--- src/rtl/simple_cpu_if.sv ---
// Instruction fetch bus between the core and an external instruction memory.
// The core presents PC_OUT; the memory answers with INSTRUCTION in the same cycle.
interface simple_cpu_if;
    logic [31:0] PC_OUT;
    logic [31:0] INSTRUCTION;

    modport master (output PC_OUT, input INSTRUCTION);
    modport slave  (input PC_OUT, output INSTRUCTION);
endinterface

--- src/rtl/simple_cpu.sv ---
// Single-cycle 8-bit core: 8x8 register file, ALU, decoder and PC/branch logic.
// Every instruction reads, executes and commits its write and PC update on one rising edge.
module simple_cpu_regfile (
    input  logic       CLK,
    input  logic       RESET,
    input  logic       we,
    input  logic [2:0] wa,
    input  logic [7:0] wd,
    input  logic [2:0] ra1,
    input  logic [2:0] ra2,
    output logic [7:0] rd1,
    output logic [7:0] rd2
);
    logic [7:0] r0, r1, r2, r3, r4, r5, r6, r7;

    always_ff @(posedge CLK or negedge RESET) begin
        if (!RESET) begin
            r0 <= 8'h00; r1 <= 8'h00; r2 <= 8'h00; r3 <= 8'h00;
            r4 <= 8'h00; r5 <= 8'h00; r6 <= 8'h00; r7 <= 8'h00;
        end else if (we) begin
            case (wa)
                3'd0: r0 <= wd;
                3'd1: r1 <= wd;
                3'd2: r2 <= wd;
                3'd3: r3 <= wd;
                3'd4: r4 <= wd;
                3'd5: r5 <= wd;
                3'd6: r6 <= wd;
                default: r7 <= wd;
            endcase
        end
    end

    // Reads are combinational and see the pre-edge contents, so a source equal to RD uses the old value.
    always_comb begin
        case (ra1)
            3'd0: rd1 = r0;
            3'd1: rd1 = r1;
            3'd2: rd1 = r2;
            3'd3: rd1 = r3;
            3'd4: rd1 = r4;
            3'd5: rd1 = r5;
            3'd6: rd1 = r6;
            default: rd1 = r7;
        endcase
        case (ra2)
            3'd0: rd2 = r0;
            3'd1: rd2 = r1;
            3'd2: rd2 = r2;
            3'd3: rd2 = r3;
            3'd4: rd2 = r4;
            3'd5: rd2 = r5;
            3'd6: rd2 = r6;
            default: rd2 = r7;
        endcase
    end
endmodule

module simple_cpu #(
    parameter logic [31:0] RESET_PC = 32'd0
) (
    input  logic         CLK,
    input  logic         RESET,
    simple_cpu_if.master bus
);
    typedef enum logic [2:0] {
        ALU_PASS,
        ALU_ADD,
        ALU_SUB,
        ALU_AND,
        ALU_OR
    } alu_op_t;

    logic [31:0] pc;
    logic [7:0]  opcode;
    logic [2:0]  rd_addr;
    logic [2:0]  rs1_addr;
    logic [2:0]  rs2_addr;
    logic [7:0]  imm;
    logic [7:0]  branch_off;
    logic [4:0]  unused_rs1_hi;

    logic        reg_we;
    logic        use_imm;
    logic        is_jump;
    logic        is_beq;
    alu_op_t     alu_op;

    logic [7:0]  rs1_data;
    logic [7:0]  rs2_data;
    logic [7:0]  operand2;
    logic [7:0]  alu_result;
    logic        zero;

    logic [31:0] pc_plus4;
    logic [31:0] branch_target;
    logic        take_branch;

    assign opcode        = bus.INSTRUCTION[31:24];
    assign branch_off    = bus.INSTRUCTION[23:16];
    assign rd_addr       = bus.INSTRUCTION[18:16];
    assign rs1_addr      = bus.INSTRUCTION[10:8];
    assign rs2_addr      = bus.INSTRUCTION[2:0];
    assign imm           = bus.INSTRUCTION[7:0];
    assign unused_rs1_hi = bus.INSTRUCTION[15:11];

    simple_cpu_regfile u_regfile (
        .CLK   (CLK),
        .RESET (RESET),
        .we    (reg_we),
        .wa    (rd_addr),
        .wd    (alu_result),
        .ra1   (rs1_addr),
        .ra2   (rs2_addr),
        .rd1   (rs1_data),
        .rd2   (rs2_data)
    );

    // Unlisted opcodes fall through the defaults and behave as NOPs.
    always_comb begin
        reg_we  = 1'b0;
        use_imm = 1'b0;
        is_jump = 1'b0;
        is_beq  = 1'b0;
        alu_op  = ALU_PASS;
        case (opcode)
            8'h00: begin reg_we = 1'b1; use_imm = 1'b1; alu_op = ALU_PASS; end
            8'h01: begin reg_we = 1'b1; alu_op = ALU_PASS; end
            8'h02: begin reg_we = 1'b1; alu_op = ALU_ADD; end
            8'h03: begin reg_we = 1'b1; alu_op = ALU_SUB; end
            8'h04: begin reg_we = 1'b1; alu_op = ALU_AND; end
            8'h05: begin reg_we = 1'b1; alu_op = ALU_OR; end
            8'h06: is_jump = 1'b1;
            8'h07: begin is_beq = 1'b1; alu_op = ALU_SUB; end
            default: ;
        endcase
    end

    assign operand2 = use_imm ? imm : rs2_data;

    always_comb begin
        alu_result = 8'h00;
        case (alu_op)
            ALU_PASS: alu_result = operand2;
            ALU_ADD:  alu_result = rs1_data + operand2;
            ALU_SUB:  alu_result = rs1_data + (~operand2 + 8'd1);
            ALU_AND:  alu_result = rs1_data & operand2;
            ALU_OR:   alu_result = rs1_data | operand2;
            default:  alu_result = 8'h00;
        endcase
    end

    assign zero = (alu_result == 8'h00);

    // The offset counts words relative to the following instruction.
    assign pc_plus4      = pc + 32'd4;
    assign branch_target = pc_plus4 + {{22{branch_off[7]}}, branch_off, 2'b00};
    assign take_branch   = is_jump | (is_beq & zero);

    always_ff @(posedge CLK or negedge RESET) begin
        if (!RESET) begin
            pc <= RESET_PC;
        end else begin
            pc <= take_branch ? branch_target : pc_plus4;
        end
    end

    assign bus.PC_OUT = pc;
endmodule

--- src/flat_wrapper.sv ---
// flat-port wrapper written by rule: the top's interface ports become plain ports
module simple_cpu_flat 
#(
    parameter logic [31:0] RESET_PC = 32'd0
)
  (CLK, RESET, bus_PC_OUT, bus_INSTRUCTION);
  simple_cpu_if bus_i ();
  input  logic CLK;
  input  logic RESET;
  output wire logic [$bits(bus_i.PC_OUT)-1:0] bus_PC_OUT;
  input wire logic [$bits(bus_i.INSTRUCTION)-1:0] bus_INSTRUCTION;
  assign bus_PC_OUT = bus_i.PC_OUT;
  assign bus_i.INSTRUCTION = bus_INSTRUCTION;
  simple_cpu #(.RESET_PC(RESET_PC)) u_core (.CLK(CLK), .RESET(RESET), .bus(bus_i));
endmodule
--- config.mk ---
export PLATFORM = sky130hd
export DESIGN_NAME = simple_cpu_flat
export DESIGN_NICKNAME = d
export VERILOG_FILES = /design/src/rtl/simple_cpu_if.sv /design/src/rtl/simple_cpu.sv /design/src/flat_wrapper.sv
export SDC_FILE = /design/constraint.sdc
export NUM_CORES = 1
export LEC_CHECK = 0
export BUFFER_PORTS_ARGS = -buffer_cell sky130_fd_sc_hd__buf_2
export CAP_MARGIN = 40
export CORE_MARGIN = 3
export CORE_UTILIZATION = 60
export DETAILED_ROUTE_END_ITERATION = 8
export HOLD_SLACK_MARGIN = 0.05
export PLACE_DENSITY = 0.88
export SYNTH_ARGS = -nofsm -noshare
export SYNTH_HDL_FRONTEND = slang
export SYNTH_SLANG_ARGS = --single-unit
--- constraint.sdc ---
create_clock -name CLK -period 4.6 [get_ports CLK]
set_input_delay 0.69 -clock CLK [delete_from_list [all_inputs] [get_ports CLK]]
set_output_delay 0.69 -clock CLK [all_outputs]
set_load 0.02 [all_outputs]
# Yosys cells after proc, flatten, opt, wreduce, memory -nomap -nowiden
# Cells that the tools add are included.
# op_classes
eq_ne	29
n_lt_le_gt_ge	0
bitwise_logic	6
mul	0
add_sub_neg	5
n_mux	10
n_div	0
shift	0
n_reduce_logical	17
# ops
op	n
$pmux W8 S7	2
$pmux W8 S5	1
$add A32 B3 Y32 const B	1
$add A32 B32 Y32	1
$eq A8 B3 Y1 const B	4
$mux W32	1
$eq A3 B3 Y1 const B	10
$eq A3 B2 Y1 const B	8
$add A8 B8 Y8	2
$eq A8 B2 Y1 const B	2
$logic_not A8 Y1	2
$reduce_and A2 Y1	8
$eq A3 B1 Y1 const B	4
$logic_not A3 Y1	4
$pmux W3 S4	1
$add A8 B1 Y8 const B	1
$and A8 B8 Y8	1
$eq A8 B1 Y1 const B	1
$mux W8	1
$not A8 Y8	1
$or A8 B8 Y8	1
$reduce_or A7 Y1	1
$reduce_or A6 Y1	1
$mux W1	4
other kinds (4)	4
# word_totals
latchBits	0
out_inout_bits	32
ramBits	0
n_memories	0
word_cells	76
rom_bits	0
inputBits	34
regBits	96

# Depth between registers and ports, before layout
# logic_depth
ltp_word	11
mapped_depth	23
mapped_depth_nobuf	18

# Hierarchy
# A second synthesis with hierarchy kept.
# hier_totals
hier_cells	856
hier_area_um2	8159.1
# modules_own_cells
mod	n_inst	cells_per_inst	area_per_inst_um2	seq_area_each_um2
simple_cpu	1	563	4670.7	750.7
simple_cpu_regfile	1	293	3488.3	1601.5

# Least setup slack after synthesis
# Ideal clock, no wire load.
# synth_timing
kind	input-to-reg
start	input port bus_INSTRUCTION[0]
end	register u_core.pc[11], in the netlist u_core.bus.PC_OUT[11]
path_stages	19
t_required_ns	4.475
slack_ns	-0.652
setup_time_ns	0.125
t_arrival_ns	5.127
n_path_buf	5
cell_sequence	buf_4 > buf_2 > buf_1 > mux4_2 > nor2_1 > nor2_1 > a31oi_1 > ha_1 > nor2b_1 > o2111ai_1 > nand3b_1 > xnor2_1 > a221oi_1 > and4_1 > and4b_1 > buf_2 > or2_1 > buf_6 > mux2_4
# synth_via
elab_chain_cells	11
word_cells_on_any_way	20
classes_between	add/sub (3); eq/ne (6); mux (4); bitwise (5); reduce/logical (2)
# synth_rtl
item	line_no	text
start: declaration	flat_wrapper.sv:11	input wire logic [$bits(bus_i.INSTRUCTION)-1:0] bus_INSTRUCTION;
$eq A3 B3 Y1 (tied with other cells)	simple_cpu.sv:46	case (ra2)
$pmux W8 S7	simple_cpu.sv:46	
$mux W8 (*)	simple_cpu.sv:139	assign operand2 = use_imm ? imm : rs2_data;
$not A8 Y8	simple_cpu.sv:146	ALU_SUB: alu_result = rs1_data + (~operand2 + 8'd1);
$add A8 B1 Y8	simple_cpu.sv:146	
$add A8 B8 Y8	simple_cpu.sv:146	
$pmux W8 S5 (*)	simple_cpu.sv:143	case (alu_op)
$logic_not A8 Y1 (*)	simple_cpu.sv:153	assign zero = (alu_result == 8'h00);
$and A1 B1 Y1 (*)	simple_cpu.sv:158	assign take_branch = is_jump | (is_beq & zero);
$or A1 B1 Y1 (*)	simple_cpu.sv:158	
$mux W32 (*)	simple_cpu.sv:164	pc <= take_branch ? branch_target : pc_plus4;
end signal: assignment	simple_cpu.sv:164	
end: declaration	simple_cpu.sv:74	logic [31:0] pc;
# Every way passes the cells marked *; elsewhere a longest branch is shown, timed or not.
# A chain may end at the register's enable or synchronous reset.

# Worst setup path after layout
# layout_timing
start	input port bus_INSTRUCTION[29]
end	register u_core.pc[18], in the netlist u_core.bus.PC_OUT[18]
# layout_via
elab_chain_cells	11
word_cells_on_any_way	29
classes_between	add/sub (3); eq/ne (10); mux (7); bitwise (5); reduce/logical (4)
# layout_rtl
item	line_no	text
$logic_not A8 Y1	simple_cpu.sv:126	case (opcode)
$mux W1	simple_cpu.sv:126	
$mux W8	simple_cpu.sv:139	
$not A8 Y8	simple_cpu.sv:146	
$add A8 B1 Y8	simple_cpu.sv:146	
$add A8 B8 Y8	simple_cpu.sv:146	
$pmux W8 S5	simple_cpu.sv:143	
$logic_not A8 Y1	simple_cpu.sv:153	
$and A1 B1 Y1	simple_cpu.sv:158	
$or A1 B1 Y1 (*)	simple_cpu.sv:158	
$mux W32 (*)	simple_cpu.sv:164	
# Marked as above.

==> impl_results.md <==
* Clk_skew at a little under 0.01 ns
* Post-route DRC violation count at 0
* Detailed Routing Iterations Pass 1 at 6
* Reg clk slew, reported paths at 0.07 ns
* Grt total ovfl at 0
* Vias/cell at roughly 6.4
* Max Root-Sink Buffers at 2
* Pin count of the biggest net entering global routing at 56
* FP Rows at 40
* Gate Count Post-Synth at 870
* Sequential area share after synthesis at 0.302
* Post-synthesis async set-or-reset flop share at 1.00
* Critical path class: input pin to flop
* Area of the multi-input gates at 0.00514 mm2
* Clock root cell: clkbuf_16
* Post-synth top area cell: dfrtp_1
* Tot Pwr at between 0.003 and 0.004 W
* Power per cell area at 341 mW/mm2
* Via count at roughly 7400
* Initial Util at 0.630
* Layout area overhead at 15.5%
* Setup crit end kind: flop
* Worst path slowest cell: or4_1
* Initial antenna violation count at 0
* Layout Cells excl Fill at 1151
* Routed len/inst at between 15 and 20 um
* FF/Latch Area at around 0.0024 mm2
* Max cap viols at 0
* Most frequent cell after synthesis: dfrtp_1
* First DRT Iteration DRCs at 893
* IO Count at 66
* Number of synthesized flops with an enable pin at 0
* Ys flop type: dfrtp_1
* Worst VDD drop at between 0.3 and 0.4 mV
* Arr. time, crit path at 4.69 ns
* Die H at approximately 120 um
* FF-to-FF path depth at 17
* Levels on crit path at 17
* Post-layout minimum cycle time at 4.44 ns
* Worst-Skew Late Latency at 0.36 ns
* IO buf count at 58
* Worst path bufs/invs at 2
* FMAX at 0.225 GHz
* Max-Slew Margin vs Limit at 0.513
* First-pass GRT wire length at 35.0 mm
* TritonCTS Buffers at 9
* H-tree depth reported by CTS at 3
* Layout cells sized above 1 at 0.250
* ANT nets after route at 0
* Status: finished clean
* Die Span X at 120 um
* CTS tree: done
* Library cells used by synthesis at between 70 and 80
* Die ar. at around 0.014 mm2
* Worst-path fanout max at 8
* Reg-to-reg critical path endpoint: u_core.bus.PC_OUT[30]
* P_leak at 4.23 nW
* Hold Buf Count CTS at 0
* Worst hold path type: input pin to async pin
* Area contributors post-synth: dfrtp_1 (30%), ha_1 (8.5%), o21ai_0 (4.4%)
* Fin. max-slew vios at 0
* Worst R2R Start: u_core.bus.PC_OUT[2]
* GP Congestion at 0.906
* Reg2reg setup slack at 0.36 ns
* Setup Viol. Count Final at 0
* Final wirelength at 21.3 mm
* Number of inserted diodes at 0
* Vias in the first global route at 7265
* DP HPWL at between 15 and 20 mm
* Worst path cell trace: buf_2 > or4_1 > nor3_4 > nor2_1 > nor2_1 > a31oi_4 > ha_1 > nor2b_1 > o2111ai_1 > a311oi_1 > o21ai_0 > and3_1 > o221ai_2 > and4b_2 > or2_1 > buf_4 > mux2_4
* Top-area cell type share of the netlist area at 0.302
* Core area at around 0.012 mm2
* Synth top cells by count: dfrtp_1 (94), nand2_1 (80), nor2_1 (71)
* Clock sinks at 94
* Cells after DPL at 1135
* Hold Violations, Final at 0
* Mean post-synth cell area at 8.95 um2
* Worst-Margin Slew at 0.728 ns
* Max incr delay on CP at approximately 0.59 ns
* Worst Setup Start Kind: input pin
* Crit-path leading delay family: simple AND/OR/NAND/NOR gates
* Yosys reg bits at 94
* Final Util at 0.728
* Post-Syn Area at 0.00779 mm2
* # fillers at 866
* Nets at 1068
* Total Routing Usage GR at 0.301
* Synth warnings at 0
* CP most frequent cell: nor2_1
* Fraction of the cycle the final worst path needs at 0.966
* Data required time of the critical path at 4.84 ns
==> timing repair <==
item                       CTS  global route
setup endpoints to repair    0            28
resized for setup            0             7
setup buffers                0             0
==> power breakdown <==
| part | internal (W) | switching, W |
|---|---|---|
| combinational | 0.000555 | 0.000740 |
| clock | 0.000376 | 0.000358 |
| sequential | 0.000922 | 0.000114 |
==> worst max-delay path by stage <==
stage                              startpoint                     to  slack (ns)
final                     bus_INSTRUCTION[29]  u_core.bus.PC_OUT[18]        0.16
after global routing      bus_INSTRUCTION[10]  u_core.bus.PC_OUT[22]      -0.008
after CTS                 bus_INSTRUCTION[29]  u_core.bus.PC_OUT[22]        0.11
after detailed placement  bus_INSTRUCTION[29]  u_core.bus.PC_OUT[22]       -0.22
after global placement    bus_INSTRUCTION[29]  u_core.bus.PC_OUT[22]       -0.10
after floorplan           bus_INSTRUCTION[29]  u_core.bus.PC_OUT[11]        0.01
==> routing by layer <==
layer / vias up / wire (um) / track usage
met2: 333 / 10500 / 0.511
met4: 0 / 861 / 0.132
met5: - / 0 / 0
met3: 80 / 1440 / 0.0528
li1: 3400 / - / -
met1: 3540 / 8530 / 0.375
==> cell families (layout without fill, tap and decap cells) <==
logic type,after synthesis,count (layout),synth area share
XOR/XNOR,59,59,0.0663
multiplexers,55,55,0.104
AO/OA/AOI/OAI,250,250,0.216
other,1,2,0.000481
flip-flops,94,94,0.302
buffers and inverters,73,185,0.0432
AND/OR/NAND/NOR,282,282,0.175
adder cells (fa/ha/maj),56,56,0.0929
==> through the flow <==
step / setup WS [ns] / hold WS, ns / area [um2] / setup TNS, ns
final: 0.157 / 0.362 / 9000 / 0
after global routing: -0.00768 / 0.420 / 9000 / -0.00768
after CTS: 0.113 / 0.399 / 8980 / 0
after detailed placement: -0.224 / 0.495 / 8700 / -4.07
after global placement: -0.103 / 0.477 / 8700 / -0.710
after floorplan: 0.00954 / 0.394 / 7820 / 0
==> sequential cells by signal, summed over array words and instances (netlist names) <==
register             count
u_core.u_regfile.r0      8
u_core.u_regfile.r1      8
u_core.u_regfile.r4      8
u_core.u_regfile.r3      8
u_core.u_regfile.r2      8
u_core.u_regfile.r5      8
u_core.u_regfile.r6      8
u_core.bus.PC_OUT       30
u_core.u_regfile.r7      8
==> layout make-up <==
cell class / instances / area share
Timing Repair Buffer: 136 / 0.0982
Sequential cell: 94 / 0.261
Clock inverter: 6 / 0.00584
Clock buffer: 10 / 0.0255
Inverter: 33 / 0.0138
Multi-Input combinational cell: 704 / 0.572
Tap cell: 168 / 0.0234
==> placed cells by master, fill, tap and decap left out, drive strengths merged, types with 36 or more instances in the layout <==
cell type	instances
mux2	37
inv	36
ha	53
xnor2	37
dfrtp	94
nor2	72
o21ai	69
buf	134
a21oi	73
nand2	80
No activity file was read; power rests on OpenSTA's default activity.
